==> src/rtl/riscv_pkg.sv <==
// Shared RV32 core constants: datapath width, canonical NOP and the base opcodes that the
// ID-stage controller decodes.
package riscv_pkg;
  localparam int XLEN    = 32;
  localparam int INSTR_W = 32;

  localparam logic [INSTR_W-1:0] NOP_INSTR = 32'h0000_0013;  // addi x0, x0, 0

  localparam logic [6:0] OP     = 7'b0110011;
  localparam logic [6:0] OP_IMM = 7'b0010011;
  localparam logic [6:0] STORE  = 7'b0100011;
  localparam logic [6:0] LOAD   = 7'b0000011;

  typedef struct packed {
    logic [INSTR_W-1:0] instr;
    logic [XLEN-1:0]    pc;
  } fetch_entry_t;
endpackage

==> src/rtl/fetch_skid_buf.sv <==
// One-entry {instr, pc} buffer. It parks the read that returns while fetch is stalled, so
// that the read can be replayed into IF/ID on the first unstalled edge.
module fetch_skid_buf #(
  parameter int PC_W = 32
) (
  input  logic            clk,
  input  logic            rst_n,
  input  logic            clear,
  input  logic            capture,
  input  logic            drain,
  input  logic [31:0]     cap_instr,
  input  logic [PC_W-1:0] cap_pc,
  output logic            hold_valid,
  output logic [31:0]     instr,
  output logic [PC_W-1:0] pc
);
  always_ff @(posedge clk) begin
    if (!rst_n) begin
      hold_valid <= 1'b0;
      instr      <= '0;
      pc         <= '0;
    end else if (clear) begin
      hold_valid <= 1'b0;
    end else if (capture && !hold_valid) begin
      // First capture wins; the word is held for the rest of the stall.
      hold_valid <= 1'b1;
      instr      <= cap_instr;
      pc         <= cap_pc;
    end else if (drain) begin
      hold_valid <= 1'b0;
    end
  end
endmodule

==> src/rtl/fetch_unit.sv <==
// Instruction-fetch stage: the PC register, tracking of the one in-flight synchronous imem
// read, and the IF/ID register. It handles stalls through a skid buffer and EX redirects.
module fetch_unit #(
  parameter int              XLEN     = riscv_pkg::XLEN,
  parameter logic [XLEN-1:0] RESET_PC = '0,
  parameter int              IMEM_AW  = 10
) (
  input  logic               clk,
  input  logic               rst_n,
  output logic [IMEM_AW-1:0] imem_addr,
  input  logic [31:0]        imem_rdata,
  input  logic               stall_in,
  input  logic               redirect_valid,
  input  logic [XLEN-1:0]    redirect_pc,
  output logic [31:0]        if_id_instr,
  output logic [XLEN-1:0]    if_id_pc,
  output logic               if_id_valid
);
  import riscv_pkg::*;

  logic [XLEN-1:0] pc_f;
  logic [XLEN-1:0] req_pc;
  logic            req_valid;
  logic [XLEN-1:0] redirect_tgt;
  logic            hold_valid;
  logic [31:0]     skid_instr;
  logic [XLEN-1:0] skid_pc;

  assign imem_addr    = pc_f[IMEM_AW+1:2];
  assign redirect_tgt = redirect_pc & ~XLEN'(3);

  // A redirect discards the skid even when it coincides with a stall.
  fetch_skid_buf #(.PC_W(XLEN)) u_skid (
    .clk        (clk),
    .rst_n      (rst_n),
    .clear      (redirect_valid),
    .capture    (stall_in && req_valid),
    .drain      (!stall_in),
    .cap_instr  (imem_rdata),
    .cap_pc     (req_pc),
    .hold_valid (hold_valid),
    .instr      (skid_instr),
    .pc         (skid_pc)
  );

  always_ff @(posedge clk) begin
    if (!rst_n) begin
      pc_f        <= RESET_PC;
      req_valid   <= 1'b0;
      req_pc      <= '0;
      if_id_valid <= 1'b0;
      if_id_instr <= NOP_INSTR;
      if_id_pc    <= '0;
    end else if (redirect_valid) begin
      pc_f        <= redirect_tgt;
      req_valid   <= 1'b0;
      if_id_valid <= 1'b0;
      if_id_instr <= NOP_INSTR;
    end else if (stall_in) begin
      req_valid   <= 1'b0;
    end else begin
      req_valid <= 1'b1;
      req_pc    <= pc_f;
      pc_f      <= pc_f + XLEN'(4);
      if (hold_valid) begin
        if_id_valid <= 1'b1;
        if_id_instr <= skid_instr;
        if_id_pc    <= skid_pc;
      end else begin
        // Bubbles carry a NOP rather than whatever the memory happens to return.
        if_id_valid <= req_valid;
        if_id_instr <= req_valid ? imem_rdata : NOP_INSTR;
        if_id_pc    <= req_pc;
      end
    end
  end
endmodule

==> config.mk <==
export PLATFORM = sky130hd
export DESIGN_NAME = fetch_unit
export DESIGN_NICKNAME = d
export VERILOG_FILES = /design/src/rtl/riscv_pkg.sv /design/src/rtl/fetch_skid_buf.sv /design/src/rtl/fetch_unit.sv
export SDC_FILE = /design/constraint.sdc
export NUM_CORES = 1
export LEC_CHECK = 0
export ABC_AREA = 1
export CAP_MARGIN = 0
export CELL_PAD_IN_SITES_DETAIL_PLACEMENT = 2
export CELL_PAD_IN_SITES_GLOBAL_PLACEMENT = 2
export CORE_MARGIN = 3
export CORE_UTILIZATION = 35
export DETAILED_ROUTE_END_ITERATION = 16
export DONT_BUFFER_PORTS = 1
export PLACE_DENSITY_LB_ADDON = 0.3
export SETUP_SLACK_MARGIN = 0.05
export SYNTH_ARGS = -nofsm -noshare
export SYNTH_HDL_FRONTEND = slang
export SYNTH_SLANG_ARGS = --single-unit
export TNS_END_PERCENT = 30
==> constraint.sdc <==
create_clock -name clk -period 2.2 [get_ports clk]
set_input_delay 0.44 -clock clk [delete_from_list [all_inputs] [get_ports clk]]
set_output_delay 0.44 -clock clk [all_outputs]
set_load 0.02 [all_outputs]
Yosys cells after proc, flatten, opt, wreduce, memory -nomap -nowiden
Cells that the tools add are included.

Register bits after elaboration: 195. Latch bits: 0. Bits in writable memories: 0. ROM bits: 0. Input port bits: 68. Output and inout port bits: 75. Logic and storage cells: 31. Memories kept: 0.

Add/sub/neg operators: 1. $mul: 0. Divide/modulo/power cells: 0. Magnitude comparators: 0. Eq/ne operators: 2. Shifts and indexed selects: 0. Multiplexer cells: 9. Bitwise gates (word level): 3. Reduce and logical (&&, ||, !) cells: 6.

Operators with widths (number): 32-bit two-way mux (5); 32-bit by 3-bit adder with 32-bit output (second input constant) (1); 1-bit two-way mux (4); 2-bit by 1-bit inequality test with 1-bit output (second input constant) (2); 2-bit AND reduction (2); 1-bit NOT (3); 1-bit logical AND (2); 2-bit OR reduction (1); 1-bit logical NOT (1).

Logic depth before layout (Yosys ltp)
Depth in word-level cells: 3. Mapped depth: 11. Depth with buffers taken out: 10.

Modules after synthesis
Synthesis repeated with hierarchy kept, for this count alone.

Cells, all modules: 1322. Area, all modules: 8883.5 um^2.

By module, submodules not included: fetch_unit (times used 1, cells an instance 909, area each 6182.2 um^2, sequential area each 2522.4 um^2); fetch_skid_buf (times used 1, cells an instance 413, area each 2701.3 um^2, sequential area each 1301.2 um^2).

Worst setup path after synthesis
OpenSTA, ideal clock, no wires.

Path type: register to register. From: reg pc_f[3]. To: reg pc_f[26]. Setup time: 109 ps. Arrival time: 1302 ps. Required time: 2091 ps. Slack: 790 ps. Cell stages (with the launch flop): 11. Buffers on the path: 0. Clock period less this slack: 1410 ps. Cells stage by stage: dfxtp_1 > ha_1 > nand2_4 > nor2_8 > nand3_4 > nor2_4 > nand3_1 > nand2_1 > nand3_1 > nand2_1 > inv_1.

Word-level cells in the longest chain between the ends: 3.

Ends and longest elaborated chain: start, declared (RTL line fetch_unit.sv:21) `logic [XLEN-1:0] pc_f;`; start signal, assigned (RTL line fetch_unit.sv:55) `pc_f <= redirect_tgt;`; start signal, assigned (RTL line fetch_unit.sv:64) `pc_f <= pc_f + XLEN'(4);`; 32-bit by 3-bit adder with 32-bit output (RTL line fetch_unit.sv:64); 32-bit two-way mux (RTL line fetch_unit.sv:59) `end else if (stall_in) begin`; 32-bit two-way mux (RTL line fetch_unit.sv:54) `end else if (redirect_valid) begin`.

Every way passes these cells. The select of a mux whose other input is x is not followed. A chain may end at the register's enable or synchronous reset.

Worst setup path after layout
From: reg pc_f[5]. To: reg pc_f[19].

The elaborated chain is that of the path after synthesis.

==> impl_metrics.py <==
metrics = {
    "synthesis": {
        "yosys_warnings": 0,
        "syn_avg_cell_area_um2": 7.22,
        "yosysUniqueCellTypes": 40,
        "async_reset_ff_frac": 0,
        "ys_ff_latch": 187,
        "syn-cell-area_mm2": 0.00816,
        "seq_area_frac_synth": 0.459,
        "ys.flop_type": "dfxtp_1",
        "syn_inst": 1131,
        "synth-edff-count": 0,
    },
    "clock_network": {
        "cts_resized": 0,
        "clock-sinks": 187,
        "cts_tree": "yes",
        "clk_pin_slew_ns": 0.07,
        "cts_inserted_buffers": 17,
        "holdBufCountCts": 0,
        "cts_setup_buffers": 0,
        "htreeDepth": 4,
        "insertion_delay_ns": 0.43,
        "clockRootBuffer": "clkbuf_16",
        "clk_path_buf_depth": 2,
    },
    "routing": {
        "drc": 0,
        "postRouteAntennaNets": 0,
        "viasPerCell": 5.26,
        "routed_wl_um": 27300,
        "vias": 7410,
        "drtIter0Drc": 365,
        "first_pass_iters": 4,
        "wire_per_inst_um": 19.4,
    },
    "global_routing": {
        "grt_max_degree": 121,
        "overflow": 0,
        "grt_pass1_vias": 7728,
        "track_usage": 0.217,
        "grt_pass1_wl_um": 43100,
        "antenna_found_initial": 0,
    },
    "floorplan": {
        "dieArea_mm2": 0.0252,
        "die_x_um": 159,
        "die_y_um": 159,
        "start_util": 0.358,
        "num_rows": 55,
        "coreArea_mm2": 0.0228,
        "ios": 143,
    },
    "sta": {
        "clock_skew_ns": 0.0141,
        "slew_headroom": 0.513,
        "fin_crit_ns": 1.77,
        "setup_viol": 0,
        "whs_ns": 0.122,
        "tightest_slew_ns": 0.730,
        "clock.fmax_mhz": 565,
        "timing.final.ws_setup_ns": 0.430,
        "maxSlewViolCount": 0,
        "rsz0062_at_grt": "false",
        "finalHoldViolations": 0,
        "tns_ns": 0,
        "finalCritPeriodShare": 0.805,
    },
    "setup_path": {
        "critPathKind": "register to register",
        "crit_required_ns": 2.52,
        "crit_arrival_ns": 2.09,
        "crit_path_end_kind": "register",
        "startpoint_type": "register",
        "r2r_cells": 9,
        "cpPeakStageDelay_ns": 0.51,
        "path_cells": "nand2_1 -> nor2_4 -> nand3_2 -> nor2_2 -> nor2_1 -> nor2_1 -> nand2_1 -> nand2_1 -> inv_1",
        "cp_max_fo": 4,
        "worst_path_most_repeated_cell": "nand2_1",
        "slowest_stage": "dfxtp_1",
    },
    "min_path": {
        "whs_path_depth": 2,
        "hold_path_class": "input pin to register",
    },
    "power": {
        "p_seq_frac": 0.508,
        "comb_power_share": 0.065,
        "p_sw_frac": 0.263,
        "p_leak_nw": 3.53,
        "p_switching_mw": 1.93,
        "internal_power_mw": 5.40,
        "vdd_ir_drop_max_mv": 0.457,
        "total_power_mw": 7.33,
        "p_clk_frac": 0.427,
        "powerDensity_mw_per_mm2": 826,
    },
    "placed_design": {
        "post-place-ws_ns": 0.454,
        "io_buffer_count": 0,
        "place_area_mm2": 0.00828,
        "globalplace.congestion": 0.852,
        "place_inst": 1376,
        "dpl.hpwl_um": 17800,
    },
    "layout": {
        "fin_util": 0.389,
        "final_area_mm2": 0.00887,
        "syn_to_final_growth_pct": 8.68,
        "instances_no_fill": 1408,
        "drive_gt1_frac": 0.0758,
        "num_antenna_cells": 0,
        "nFillCells": 2670,
        "fin_nets": 1151,
    },
    "outcome": {
        "outcome": "complete, no violations",
    },
    "run": {
        "drv_cap": 0,
    },
}
power by group through the flow:
stage	registers [mW]	logic (mW)	clock network [mW]
final	3.73	0.476	3.13
after global routing	3.75	0.547	3.35
after CTS	3.73	0.484	3.20
after detailed placement	3.80	0.474	0
after global placement	3.80	0.453	0
after floorplan	3.75	0.408	0
layout by cell type (no fill, tap or decap), types with 5 or more instances in the layout:
master | netlist | layout
nor2_4 | 7 | 7
o21ai_1 | 16 | 16
nand3b_1 | 6 | 6
a31oi_1 | 33 | 33
nor2_2 | 6 | 6
o21ai_0 | 120 | 120
a21oi_1 | 89 | 89
buf_4 | 20 | 12
nand2_1 | 269 | 269
nand3_1 | 40 | 40
nand4_1 | 15 | 15
clkbuf_16 | 0 | 17
nor2_1 | 151 | 151
inv_2 | 5 | 5
dfxtp_1 | 187 | 186
nor3_1 | 9 | 9
inv_1 | 58 | 58
critical path: cells and delay by family, from the launching register on:
| family | cells | cell delay [ns] |
|---|---|---|
| DFF | 1 | 0.51 |
| and+or+nand+nor | 8 | 1.12 |
| buffers and inverters | 1 | 0.03 |
state kept, by name (all words and copies together), names as in the netlist:
register / count
if_id_instr: 32
req_valid: 1
u_skid.pc: 30
u_skid.hold_valid: 1
req_pc: 30
if_id_valid: 1
pc_f: 30
u_skid.instr: 32
if_id_pc: 30
cell families after synthesis:
group / after synthesis / share of synthesized area
and+or+nand+nor: 519 / 0.277
AOI/OAI and AO/OA: 271 / 0.176
DFF: 187 / 0.459
buffers and inverters: 152 / 0.0859
adders and majority gates: 1 / 0.00153
other: 1 / 0.000460
Yosys cell counts (3+ instances only):
cell type / n / area share
buf_1: 3 / 0.0014
o21ai_0: 120 / 0.074
nand2_2: 4 / 0.0031
clkbuf_1: 33 / 0.015
nand3_1: 40 / 0.025
inv_1: 58 / 0.027
a22o_1: 4 / 0.0043
o211ai_1: 3 / 0.0028
a21oi_1: 89 / 0.055
nor3_1: 9 / 0.0055
o21ai_1: 16 / 0.0098
nand3b_1: 6 / 0.0055
nor2_4: 7 / 0.0097
nand3_2: 3 / 0.0037
nand4_1: 15 / 0.011
buf_4: 20 / 0.018
nor2_2: 6 / 0.0046
dfxtp_1: 187 / 0.46
o221ai_1: 3 / 0.0032
nor2_1: 151 / 0.069
a31oi_1: 33 / 0.025
nand2_1: 269 / 0.12
buf_2: 26 / 0.016
inv_2: 5 / 0.0023
area by class of cell:
type / count / area, um^2 / share of cell area
Timing Repair Buffer: 16 / 170 / 0.0192
Sequential cell: 187 / 3740 / 0.422
Clock buffer: 21 / 450 / 0.0508
Clock inverter: 11 / 134 / 0.0151
Tap cell: 313 / 392 / 0.0442
Inverter: 67 / 258 / 0.0291
Multi-Input combinational cell: 793 / 3720 / 0.419
final timing paths:
path | slack (ns) | startpoint | endpoint
max | 0.43 | pc_f[5] | pc_f[19]
min | 0.12 | rst_n | pc_f[30]
max reg2reg | 0.43 | pc_f[5] | pc_f[19]
min reg2reg | 0.46 | u_skid.instr[22] | u_skid.instr[22]
per-layer routing:
metal,track usage,routed length [um]
met1,0.300,13000
met4,0.0590,390
met2,0.339,12500
met5,0,0
met3,0.0508,1390
(Power assumes the default switching activity.)
